## config.mk

```make
export PLATFORM = sky130hd
export DESIGN_NAME = uart_reg_bank
export DESIGN_NICKNAME = d
export VERILOG_FILES = /design/src/rtl/uart_reg_bank_pkg.sv /design/src/rtl/uart_frame_timer.sv /design/src/rtl/uart_reg_bank.sv
export SDC_FILE = /design/constraint.sdc
export NUM_CORES = 1
export LEC_CHECK = 0
export CORE_AREA = 2 2 209 211
export DETAILED_ROUTE_END_ITERATION = 6
export DIE_AREA = 0 0 211 213
export GPL_TIMING_DRIVEN = 0
export PLACE_DENSITY = 0.78
export SYNTH_ARGS = -nofsm -noshare
export SYNTH_HDL_FRONTEND = slang
export SYNTH_SLANG_ARGS = --single-unit
export TNS_END_PERCENT = 50
```

## constraint.sdc

```tcl
create_clock -name clk -period 12.75 [get_ports clk]
set_clock_uncertainty 0.05 [all_clocks]
set_input_delay 3.1875 -clock clk [delete_from_list [all_inputs] [get_ports clk]]
set_output_delay 3.1875 -clock clk [all_outputs]
set_load 0.01 [all_outputs]
```

## src/rtl/uart_reg_bank_pkg.sv

```systemverilog
// Shared constants and state encoding for the UART register bank.
package uart_reg_bank_pkg;

    localparam logic [7:0] ACK_BYTE   = 8'hA5;
    localparam logic [7:0] ERR_BYTE   = 8'hEE;
    localparam int         CMD_WR_BIT = 7;

    typedef enum logic [2:0] {
        ST_IDLE,
        ST_RX_DATA,
        ST_COMMIT,
        ST_TX_RESP,
        ST_TX_WAIT
    } state_e;

endpackage

```

## src/rtl/uart_frame_timer.sv

```systemverilog
// Idle counter between bytes of one frame; flags when the gap reaches TIMEOUT_CYC.
module uart_frame_timer
    import uart_reg_bank_pkg::*;
#(
    parameter int TIMEOUT_CYC = 100000
) (
    input  logic clk,
    input  logic rst,
    input  logic load_i,
    input  logic en_i,
    output logic timeout_o
);

    localparam int              CNT_W = $clog2(TIMEOUT_CYC + 1);
    localparam logic [CNT_W-1:0] LIMIT = CNT_W'(TIMEOUT_CYC);

    logic [CNT_W-1:0] cnt_q;
    logic [CNT_W-1:0] cnt_d;

    // Counter saturates at LIMIT so a long stall can never wrap back to zero.
    always_comb begin
        cnt_d = cnt_q;
        if (load_i) begin
            cnt_d = '0;
        end else if (en_i && (cnt_q != LIMIT)) begin
            cnt_d = cnt_q + CNT_W'(1);
        end
    end

    always_ff @(posedge clk or posedge rst) begin
        if (rst) begin
            cnt_q <= '0;
        end else begin
            cnt_q <= cnt_d;
        end
    end

    assign timeout_o = en_i && (cnt_q == LIMIT);

endmodule

```

## src/rtl/uart_reg_bank.sv

```systemverilog
// Command-frame decoder and register array behind the uart_core byte interface.
module uart_reg_bank
    import uart_reg_bank_pkg::*;
#(
    parameter int                 W_REG       = 32,
    parameter int                 N_REGS      = 8,
    parameter logic [N_REGS-1:0]  RO_MASK     = '0,
    parameter logic [W_REG-1:0]   RST_VAL     = '0,
    parameter int                 TIMEOUT_CYC = 100000
) (
    input  logic                      clk,
    input  logic                      rst,
    input  logic [7:0]                rx_byte,
    input  logic                      rx_valid,
    output logic [7:0]                tx_byte,
    output logic                      tx_valid,
    input  logic                      tx_ready,
    input  logic [N_REGS*W_REG-1:0]   regs_in,
    output logic [N_REGS*W_REG-1:0]   regs_out,
    output logic [N_REGS-1:0]         wr_strobe,
    output logic                      rx_drop
);

    localparam int NB     = W_REG / 8;
    localparam int ADDR_W = (N_REGS > 1) ? $clog2(N_REGS) : 1;
    localparam int CNT_W  = $clog2(NB + 1);

    logic [W_REG-1:0]  regs_q [N_REGS];
    state_e            state_q;
    logic [6:0]        cmd_addr_q;
    logic [W_REG-1:0]  shift_q;
    logic [CNT_W-1:0]  cnt_q;
    logic [7:0]        tx_byte_q;
    logic              tx_valid_q;
    logic [N_REGS-1:0] wr_strobe_q;
    logic              rx_drop_q;

    logic              timeout;
    logic [ADDR_W-1:0] rx_idx;
    logic [ADDR_W-1:0] cmd_idx;
    logic              rx_addr_ok;
    logic              cmd_ok;
    logic [W_REG-1:0]  rd_val;
    logic [W_REG-1:0]  shift_in;
    logic [W_REG-1:0]  shift_nx;

    for (genvar i = 0; i < N_REGS; i++) begin : g_out
        assign regs_out[i*W_REG +: W_REG] = RO_MASK[i] ? regs_in[i*W_REG +: W_REG] : regs_q[i];
    end

    // Full 7-bit address is compared so out-of-range addresses never alias onto real registers.
    assign rx_idx     = rx_byte[ADDR_W-1:0];
    assign cmd_idx    = cmd_addr_q[ADDR_W-1:0];
    assign rx_addr_ok = ({1'b0, rx_byte[6:0]} < 8'(N_REGS));
    assign cmd_ok     = ({1'b0, cmd_addr_q} < 8'(N_REGS)) && !RO_MASK[cmd_idx];
    assign rd_val     = regs_out[rx_idx*W_REG +: W_REG];
    assign shift_nx   = shift_q >> 8;
    assign shift_in   = shift_nx | (W_REG'(rx_byte) << (W_REG - 8));

    uart_frame_timer #(
        .TIMEOUT_CYC (TIMEOUT_CYC)
    ) u_timer (
        .clk       (clk),
        .rst       (rst),
        .load_i    (rx_valid),
        .en_i      (state_q == ST_RX_DATA),
        .timeout_o (timeout)
    );

    always_ff @(posedge clk or posedge rst) begin
        if (rst) begin
            state_q     <= ST_IDLE;
            cmd_addr_q  <= '0;
            shift_q     <= '0;
            cnt_q       <= '0;
            tx_byte_q   <= '0;
            tx_valid_q  <= 1'b0;
            wr_strobe_q <= '0;
            rx_drop_q   <= 1'b0;
            for (int i = 0; i < N_REGS; i++) begin
                regs_q[i] <= RST_VAL;
            end
        end else begin
            wr_strobe_q <= '0;
            rx_drop_q   <= 1'b0;
            case (state_q)
                ST_IDLE: begin
                    if (rx_valid) begin
                        cmd_addr_q <= rx_byte[6:0];
                        if (rx_byte[CMD_WR_BIT]) begin
                            cnt_q   <= '0;
                            state_q <= ST_RX_DATA;
                        end else begin
                            // Reads snapshot the value now; later register changes do not leak in.
                            if (rx_addr_ok) begin
                                shift_q   <= rd_val;
                                tx_byte_q <= rd_val[7:0];
                                cnt_q     <= CNT_W'(NB - 1);
                            end else begin
                                tx_byte_q <= ERR_BYTE;
                                cnt_q     <= '0;
                            end
                            state_q <= ST_TX_RESP;
                        end
                    end
                end
                ST_RX_DATA: begin
                    if (rx_valid) begin
                        shift_q <= shift_in;
                        if (cnt_q == CNT_W'(NB - 1)) begin
                            state_q <= ST_COMMIT;
                        end else begin
                            cnt_q <= cnt_q + CNT_W'(1);
                        end
                    end else if (timeout) begin
                        state_q <= ST_IDLE;
                    end
                end
                ST_COMMIT: begin
                    rx_drop_q <= rx_valid;
                    if (cmd_ok) begin
                        regs_q[cmd_idx]      <= shift_q;
                        wr_strobe_q[cmd_idx] <= 1'b1;
                        tx_byte_q            <= ACK_BYTE;
                    end else begin
                        tx_byte_q <= ERR_BYTE;
                    end
                    cnt_q   <= '0;
                    state_q <= ST_TX_RESP;
                end
                ST_TX_RESP: begin
                    rx_drop_q <= rx_valid;
                    if (!tx_valid_q) begin
                        tx_valid_q <= 1'b1;
                    end else if (tx_ready) begin
                        if (cnt_q == '0) begin
                            tx_valid_q <= 1'b0;
                            state_q    <= ST_TX_WAIT;
                        end else begin
                            shift_q   <= shift_nx;
                            tx_byte_q <= shift_nx[7:0];
                            cnt_q     <= cnt_q - CNT_W'(1);
                        end
                    end
                end
                ST_TX_WAIT: begin
                    rx_drop_q <= rx_valid;
                    state_q   <= ST_IDLE;
                end
                default: state_q <= ST_IDLE;
            endcase
        end
    end

    assign tx_byte   = tx_byte_q;
    assign tx_valid  = tx_valid_q;
    assign wr_strobe = wr_strobe_q;
    assign rx_drop   = rx_drop_q;

endmodule

```

==> results of run 1 <==
==> metal layers <==
metal	vias to the layer above	track usage (%)
met2	525	35.5
met3	70	7.35
met5	-	0
li1	4949	-
met4	0	6.78
met1	6105	31.7
==> per-stage QoR <==
step / cell area (um2) / cells / hold slack (ns)
6_report: 20600 / 2068 / 0.453
2_1_floorplan: 15700 / 1170 / 0.422
5_1_grt: 20600 / 2068 / 0.464
4_1_cts: 20600 / 2068 / 0.455
3_3_place_gp: 19200 / 1998 / 0.433
3_5_place_dp: 19300 / 2000 / 0.444
==> synth_stat cells, types with 4 or more instances <==
master	count
dfrtp_1	336
mux2_2	331
clkbuf_1	65
o21ai_0	44
o22ai_1	40
mux2i_1	39
nand2_1	33
mux2_4	29
buf_1	23
o31ai_1	20
inv_1	19
mux4_2	16
nor2_1	16
a21oi_1	14
a22oi_1	14
buf_2	11
nor2b_1	10
nand3_1	9
a32oi_1	8
or3_1	8
and3_1	6
nor3_1	6
mux2_1	5
nand2b_1	5
nand4_1	5
or4_1	5
nor4_1	4
or2_2	4
==> worst max path at each step <==
stage | startpoint | to | slack (ns) | cells past startpoint
finish | rx_byte[3] | shift_q[13] | 6.56 | 6
global route | rx_byte[4] | shift_q[10] | 6.48 | 6
CTS | rx_byte[3] | shift_q[13] | 6.63 | 6
detailed placement | rx_byte[3] | shift_q[12] | 6.04 | 6
global placement | rst | regs_out[97] | -3.71 | 2
floorplan | rst | cmd_addr_q[0] | 0.20 | 1
==> state kept, by name, summed over array words and instances, names as in the netlist <==
name,count
tx_valid,1
u_timer.cnt_q,17
regs_out,256
rx_drop,1
tx_byte,8
cnt_q,3
wr_strobe,8
cmd_addr_q,7
shift_q,32
state_q,3
==> cells by family (layout without fill, tap and decap cells) <==
| logic type | after synthesis | after routing | synth area share [%] |
|---|---|---|---|
| XOR/XNOR | 3 | 3 | 0.167 |
| multiplexers | 420 | 420 | 31.6 |
| flip-flops | 336 | 336 | 53.5 |
| AND/OR/NAND/NOR | 130 | 130 | 4.73 |
| adder cells (fa/ha/maj) | 3 | 3 | 0.286 |
| buffers and inverters | 123 | 475 | 3.43 |
| AO/OA/AOI/OAI | 155 | 155 | 6.32 |
==> worst register-to-register path, stage by stage, from the launching register on <==
cell,delay [ns]
dfrtp_1,0.37
clkbuf_1,0.21
nor2b_1,0.33
clkbuf_1,0.62
nand2_1,0.36
fa_1,0.50
nor4b_1,0.43
nor3_1,0.09
o311ai_0,0.28
==> power by group through the flow <==
| stage | Combinational, mW | Sequential (mW) | Clock (mW) |
|---|---|---|---|
| CTS | 1.52 | 1.57 | 1.20 |
| floorplan | 0.706 | 1.60 | 0 |
| finish | 1.52 | 1.57 | 1.19 |
| global route | 1.62 | 1.60 | 1.24 |
| detailed placement | 1.51 | 1.58 | 0 |
| global placement | 1.48 | 1.57 | 0 |
==> area by class of cell <==
| type | instances | area share, % |
|---|---|---|
| flip-flops and latches | 336 | 40.7 |
| multi-input cells | 711 | 32.8 |
| repair buffers | 284 | 13.9 |
| clock buffers | 58 | 5.67 |
| well taps | 546 | 3.31 |
| plain buffers | 104 | 2.27 |
| clock inverters | 10 | 0.867 |
| inverters | 19 | 0.382 |
==> results.py, run 1 <==
metrics = {
    "sta": {
        "slew_headroom_pct": 25.8,
        "tightest_slew_ns": 1.11,
        "setup_viol": 0,
        "fmax_ghz": 0.162,
        "drv_slew": 0,
        "hold_viol": 0,
        "fin_crit_sh_pct": 48.5,
        "rsz0062_at_grt": "no",
        "final.setup.worst_slack_ns": 6.56,
        "min_period_ns": 6.19,
        "tns_ns": 0,
    },
    "power": {
        "swShare_pct": 33.7,
        "pwr-share-clk_pct": 27.7,
        "seq_power_share_pct": 36.7,
        "power_frac_comb_pct": 35.5,
        "p_sw_mw": 1.44,
        "intPower_mw": 2.84,
        "p_leak_nw": 9.47,
        "fin_total_pwr_mw": 4.28,
        "power_density_nw_per_um2": 208,
        "ir_drop_mv": 0.124,
    },
    "final_layout": {
        "layout_commonest_cell": "dfrtp_1",
        "drive_above_1_share_pct": 30.4,
        "multi_input_area_um2": 6780,
        "syn_to_final_growth_pct": 31.3,
        "antenna_cells": 0,
        "seq_area_um2": 8410,
        "most-common-layout-cells": "dfrtp_1, mux2_2, clkdlybuf4s50_1",
        "fillers": 3732,
        "postLayoutCoreUtil_pct": 48.4,
        "nNetsFinal": 1766,
    },
    "setup_path": {
        "setup.worst_path.start_class": "primary input",
        "cp-end-kind": "flip-flop",
        "crit_buf_inv": 2,
        "reg2reg_depth": 8,
        "critPathSlowestCell": "nor2_1",
        "crit_path_max_incr_delay_ns": 0.84,
        "arrival_ns": 6.57,
        "path_class": "primary input to flip-flop",
        "crit_path_cell_trace": "clkdlybuf4s50_1 > nor4_1 > a32oi_1 > nor2_1 > clkbuf_1 > mux2_2",
        "crit-reg2reg-launch": "state_q[2]",
        "crit_required_ns": 13.14,
        "r2r_end": "cnt_q[2]",
        "crit_fanout": 10,
        "reg2reg_slack_ns": 9.41,
        "path_delay_family": "simple AND/OR/NAND/NOR gates",
    },
    "min_path": {
        "min_from": "cmd_addr_q[4]",
        "whs_endpoint": "cmd_addr_q[4]",
        "hold_class": "flip-flop to flip-flop",
        "hold_path_depth": 1,
    },
    "routing": {
        "routed_via_density": 5.63,
        "wl_met2_um": 23600,
        "wl_met1_um": 23000,
        "met3RoutedLength_um": 4990,
        "dr.pass1.iters": 5,
        "drtIter0Drc": 985,
        "drc": 0,
        "dr_total_vias": 11600,
        "detail_route.wl_per_cell_um": 25.5,
        "top_layer_used": "met4",
        "postRouteAntennaNets": 0,
        "finalWirelength_um": 52700,
    },
    "place": {
        "dp_slack_ns": 6.04,
        "gp_congestion": 0.879,
        "dp_hpwl_um": 37300,
        "portBuffers": 282,
    },
    "die": {
        "dieHeight_um": 213,
        "start_util_pct": 36.8,
        "io_pins": 542,
        "dieArea_um2": 44900,
        "core_area_um2": 42700,
        "rows": 76,
        "die_w_um": 211,
    },
    "clock_tree": {
        "clk_pin_slew_ns": 0.06,
        "postCtsHoldBufs": 0,
        "cts_tree": "yes",
        "clkSinkCount": 336,
        "cts_buffer_depth": 3,
        "ctsResizeCount": 0,
        "cts_root_buf": "clkbuf_16",
        "cts-htree-levels": 2,
        "cts_made_buffers": 39,
        "cts_setup_buffers": 0,
        "clk_latency_ns": 0.56,
    },
    "synth": {
        "synth_seq_cells": 336,
        "ys.flop_type": "dfrtp_1",
        "synth_top_area_cell": "dfrtp_1",
        "yosysWarnings": 0,
        "synth_area_leaders": "dfrtp_1, mux2_2, mux2_4",
        "synth-edff-count": 0,
        "async_flop_share_pct": 100,
        "synth_nets": 1441,
        "synth_area_um2": 15700,
        "ys_types": 56,
        "syn_area_per_cell_um2": 13.4,
        "synth.top_cell.area_share_pct": 53.5,
        "synthCells": 1170,
        "ys_seq_area_share_pct": 53.5,
    },
    "grt": {
        "grt_usage_pct": 23.2,
        "first_global_vias": 12100,
        "grt_pass1_wl_um": 78100,
        "overflow": 0,
        "grt_max_degree": 133,
        "antenna_found_initial": 1,
    },
    "outcome": {
        "status": "complete, no violations",
    },
    "run": {
        "drv_cap": 0,
    },
}
Power figures use the tool's default switching activity.
==> run 2: changes to the inputs <==
- CORE_AREA: 2 2 209 211 -> 2 2 212 214
- DIE_AREA: 0 0 211 213 -> 0 0 214 216
- PLACE_DENSITY: 0.78 -> 0.74
- clock period: 12.75 -> 6 ns (I/O delays scaled with it)
==> run 2 against run 1 <==
Effect of this change:
- sequential power increased by 110%
- first-iteration DRC count is 19% lower
- critical path depth is the same
- worst setup slack lost 5.0 ns
- largest power group unchanged
- highest routed layer is now met5
- non-clock buffer count grew 7
- power rose by 110%
- critical endpoint unchanged
==> results.py, run 2 (synthesis results as in run 1) <==
metrics = {
    "outcome": {
        "status": "complete, no violations",
    },
    "routing": {
        "finalWirelength_um": 53200,
        "dr_total_vias": 11700,
        "drtIter0Drc": 801,
        "routed_via_density": 5.50,
        "dr.pass1.iters": 5,
        "postRouteAntennaNets": 0,
        "drc": 0,
        "detail_route.wl_per_cell_um": 25.1,
    },
    "setup_path": {
        "crit_required_ns": 6.38,
        "path_class": "primary input to flip-flop",
        "cp-end-kind": "flip-flop",
        "crit_fanout": 10,
        "setup.worst_path.start_class": "primary input",
        "arrival_ns": 4.83,
    },
    "die": {
        "dieArea_um2": 46200,
        "io_pins": 542,
        "start_util_pct": 35.9,
        "core_area_um2": 43800,
        "rows": 77,
        "die_w_um": 214,
        "dieHeight_um": 216,
    },
    "grt": {
        "grt_pass1_wl_um": 79300,
        "grt_max_degree": 45,
        "grt_usage_pct": 22.9,
        "grt_use_met2_pct": 34.6,
        "grt.busiest_layer": "met2",
        "grt_use_met1_pct": 30.0,
        "antenna_found_initial": 2,
        "use_met3_pct": 9.68,
        "first_global_vias": 12100,
        "overflow": 0,
    },
    "clock_tree": {
        "postCtsHoldBufs": 0,
        "cts_buffer_depth": 3,
        "cts-htree-levels": 2,
        "cts_made_buffers": 39,
        "ctsResizeCount": 0,
        "cts_root_buf": "clkbuf_16",
        "cts_tree": "yes",
        "cts_setup_buffers": 0,
        "clk_pin_slew_ns": 0.06,
        "clk_latency_ns": 0.56,
        "clkSinkCount": 336,
    },
    "sta": {
        "fmax_ghz": 0.225,
        "min_period_ns": 4.45,
        "rsz0062_at_grt": "no",
        "drv_slew": 0,
        "tightest_slew_ns": 1.15,
        "fin_crit_sh_pct": 74.2,
        "slew_headroom_pct": 23.4,
        "hold_viol": 0,
        "setup_viol": 0,
    },
    "final_layout": {
        "most-common-layout-cells": "dfrtp_1, mux2_2, clkdlybuf4s50_1",
        "nNetsFinal": 1773,
        "largest_reg_flops": 256,
        "fillers": 3962,
        "postLayoutCoreUtil_pct": 47.4,
        "fin_cells": 2120,
        "layout_commonest_cell": "dfrtp_1",
        "drive_above_1_share_pct": 30.8,
        "syn_to_final_growth_pct": 32.1,
    },
    "power": {
        "p_leak_nw": 9.49,
        "ir_drop_mv": 0.272,
        "power_density_nw_per_um2": 434,
    },
    "place": {
        "dp_hpwl_um": 38000,
        "gp_congestion": 0.871,
        "dp_cells": 2053,
        "portBuffers": 282,
    },
    "min_path": {
        "hold_class": "flip-flop to flip-flop",
    },
    "run": {
        "drv_cap": 0,
    },
}
[run 2: cell count changes in the layout (fill, tap and decap cells not counted), sizes merged]
cell / previous run / this run
clkinv: 5 / 7
clkbuf: 123 / 117
buf: 41 / 48
inv: 19 / 18
bufinv: 5 / 4
diode: 0 / 1
clkinvlp: 0 / 4
[run 2: metrics by stage]
step	area [um2]	setup slack [ns]	TNS, ns	total power, mW	hold WS (ns)
2_1_floorplan	15700	-0.0406	-13.64	4.91	0.422
3_3_place_gp	19300	-2.31	-761.51	6.47	0.432
3_5_place_dp	19500	0.964	0	6.56	0.440
4_1_cts	20800	1.55	0	9.04	0.455
5_1_grt	20800	1.38	0	9.44	0.467
6_report	20800	1.55	0	9.03	0.452
[run 2: layer usage]
| metal | wire, um | part of all wire [%] | vias to the layer above |
|---|---|---|---|
| met5 | 9 | 0.017 | - |
| met2 | 23500 | 44 | 501 |
| met1 | 22600 | 43 | 6086 |
| met3 | 5910 | 11 | 90 |
| li1 | - | - | 4977 |
| met4 | 1200 | 2.3 | 2 |
[run 2: critical path, stage by stage]
cell,delay [ns]
clkdlybuf4s50_1,0.59
nor4_1,0.50
a32oi_1,0.41
nor2_1,0.78
clkbuf_1,0.59
mux2_2,0.44
[run 2: cell type report]
class	instances	area, um2	share of cell area [%]
well taps	592	741	3.57
diodes	1	2.50	0.0120
plain buffers	104	468	2.25
flip-flops and latches	336	8410	40.5
clock inverters	14	181	0.873
multi-input cells	711	6780	32.6
clock buffers	52	1120	5.38
inverters	19	75.1	0.361
repair buffers	291	3000	14.5
[run 2: power by group]
group	switching [mW]	internal [mW]
Combinational	1.58	1.65
Sequential	0.517	2.83
Clock	0.968	1.48
[run 2: worst paths after layout]
path,start,endpoint,slack (ns),depth (start not counted)
max in group asynchronous,rst,regs_out[195],3.15,6
worst min register to register,cmd_addr_q[6],cmd_addr_q[6],0.45,1
worst max-delay path,rx_byte[3],shift_q[13],1.55,6
worst max register to register,state_q[0],regs_out[114],2.67,7
min in group asynchronous,rst,wr_strobe[1],1.36,2
worst min-delay path,cmd_addr_q[6],cmd_addr_q[6],0.45,1
==> run 3: changes to the inputs <==
- CORE_AREA: 2 2 212 214 -> 2 2 209 211
- DIE_AREA: 0 0 214 216 -> 0 0 211 213
- PLACE_DENSITY: 0.74 -> 0.78
- clock period: 6 -> 3.65 ns (I/O delays scaled with it)
==> run 3 against run 2 <==
Effect of this change:
- worst setup slack got worse by 1.4 ns
- sequential share of layout area up 0.23 points
- sequential cell count unchanged
- design area fell by 0.57%
- largest power group unchanged
- highest routed layer is now met4
==> results.py, run 3 (synthesis results as in run 1) <==
metrics = {
    "grt": {
        "grt_pass1_wl_um": 78600,
        "grt_usage_pct": 23.6,
        "first_global_vias": 12100,
        "overflow": 0,
        "antenna_found_initial": 0,
        "grt_max_degree": 44,
    },
    "outcome": {
        "status": "complete, no violations",
    },
    "routing": {
        "dr_total_vias": 11600,
        "finalWirelength_um": 52900,
        "dr.pass1.iters": 5,
        "routed_via_density": 5.58,
        "drc": 0,
        "postRouteAntennaNets": 0,
        "detail_route.wl_per_cell_um": 25.6,
        "drtIter0Drc": 860,
    },
    "sta": {
        "min_period_ns": 3.48,
        "tightest_slew_ns": 1.19,
        "slew_headroom_pct": 21.0,
        "holdWs_ns": 0.464,
        "fin_crit_sh_pct": 95.3,
        "drv_slew": 0,
        "final.setup.worst_slack_ns": 0.170,
        "tns_ns": 0,
        "hold_viol": 0,
        "fmax_ghz": 0.287,
        "setup_viol": 0,
        "rsz0062_at_grt": "no",
    },
    "setup_path": {
        "crit-reg2reg-launch": "state_q[0]",
        "crit_required_ns": 4.03,
        "reg2reg_depth": 7,
        "setup.worst_path.start_class": "primary input",
        "crit_fanout": 10,
        "arrival_ns": 3.86,
        "reg2reg_slack_ns": 0.35,
        "crit_path_max_incr_delay_ns": 0.88,
        "crit_path_cell_trace": "clkbuf_1 > clkbuf_1 > buf_1 > mux2i_1 > a22oi_1 > a32oi_1 > o21ai_0",
        "path_class": "primary input to flip-flop",
        "r2r_end": "regs_out[101]",
        "cp-end-kind": "flip-flop",
        "crit_path_frequent_cell": "clkbuf_1",
        "critPathSlowestCell": "clkbuf_1",
    },
    "clock_tree": {
        "clkSinkCount": 336,
        "cts_made_buffers": 38,
        "cts_buffer_depth": 3,
        "cts-htree-levels": 2,
        "cts_tree": "yes",
        "clk_latency_ns": 0.56,
        "clk_pin_slew_ns": 0.06,
        "cts_root_buf": "clkbuf_16",
        "postCtsHoldBufs": 0,
    },
    "run": {
        "drv_cap": 0,
    },
    "final_layout": {
        "antenna_cells": 0,
        "drive_above_1_share_pct": 31.1,
        "fin_cells": 2071,
        "syn_to_final_growth_pct": 31.3,
        "nNetsFinal": 1771,
        "most-common-layout-cells": "dfrtp_1, mux2_2, clkdlybuf4s50_1",
        "largest_reg_flops": 256,
        "fillers": 3689,
        "layout_commonest_cell": "dfrtp_1",
    },
    "die": {
        "die_w_um": 211,
        "rows": 76,
        "dieHeight_um": 213,
        "core_area_um2": 42700,
        "start_util_pct": 36.8,
        "io_pins": 542,
        "dieArea_um2": 44900,
    },
    "place": {
        "dp_cells": 2007,
        "portBuffers": 282,
        "gp_congestion": 0.860,
        "dp_hpwl_um": 37700,
        "dp_slack_ns": -0.854,
    },
    "min_path": {
        "min_from": "cmd_addr_q[6]",
        "hold_class": "flip-flop to flip-flop",
        "whs_endpoint": "cmd_addr_q[6]",
        "hold_path_depth": 1,
    },
    "power": {
        "ir_drop_mv": 0.476,
        "p_leak_nw": 9.48,
        "power_density_nw_per_um2": 709,
    },
}
==> run 3: worst max-delay path by stage <==
stage                from             to  slack, ns  depth (start not counted)
3_5_place_dp   rx_byte[3]    shift_q[13]      -0.85                          6
3_3_place_gp          rst   regs_out[44]      -4.00                          2
5_1_grt        rx_byte[1]    shift_q[14]       0.13                          7
4_1_cts        rx_byte[1]     shift_q[9]       0.03                          8
6_report       rx_byte[1]    shift_q[25]       0.17                          7
2_1_floorplan         rst  cmd_addr_q[0]      -1.80                          1
==> run 3: metal layers <==
| layer | part of all wire, % | vias to the layer above | wire length (um) | GRT usage, % |
|---|---|---|---|---|
| met3 | 9.8 | 83 | 5210 | 7.87 |
| met2 | 44 | 507 | 23500 | 35.7 |
| met4 | 2.5 | 0 | 1320 | 6.92 |
| met5 | 0 | - | 0 | 0 |
| li1 | - | 4961 | - | - |
| met1 | 43 | 6003 | 22900 | 32.3 |
==> run 3: area by class of cell <==
| type | instances | area [um2] | share of cell area [%] |
|---|---|---|---|
| sequential | 336 | 8410 | 40.7 |
| multi-input combinational | 711 | 6790 | 32.9 |
| timing repair buffer | 291 | 3010 | 14.6 |
| clock buffer | 48 | 1060 | 5.13 |
| tap | 546 | 683 | 3.31 |
| buffer | 103 | 465 | 2.25 |
| clock inverter | 17 | 168 | 0.812 |
| inverter | 19 | 75.1 | 0.363 |
==> run 3: power breakdown <==
part / total, mW / leakage (nW) / internal [mW] / switching [mW]
sequential: 5.49 / 4.58 / 4.66 / 0.834
clock: 3.81 / 0.612 / 2.21 / 1.60
combinational: 5.35 / 4.28 / 2.72 / 2.62
==> run 3: per-stage QoR <==
| step | total power [mW] | instance area, um2 | utilization, % |
|---|---|---|---|
| after floorplan | 8.07 | 15700 | - |
| after global placement | 10.6 | 19200 | 45.1 |
| after detailed placement | 10.8 | 19400 | 45.5 |
| after CTS | 14.7 | 20700 | 48.4 |
| after global routing | 15.3 | 20700 | 48.4 |
| final | 14.6 | 20700 | 48.4 |
==> run 3: timing repair <==
item | 4_1_cts | 5_1_grt
resized for setup | 2 | 2
setup buffers | 0 | 0
pin swaps | 0 | 0
setup endpoints to repair | 10 | 10
==> run 3: worst max-delay path, delay by kind of cell <==
| kind | cells | cell delay (ns) |
|---|---|---|
| mux | 1 | 0.28 |
| compound gates | 3 | 0.75 |
| buf+inv | 3 | 1.90 |
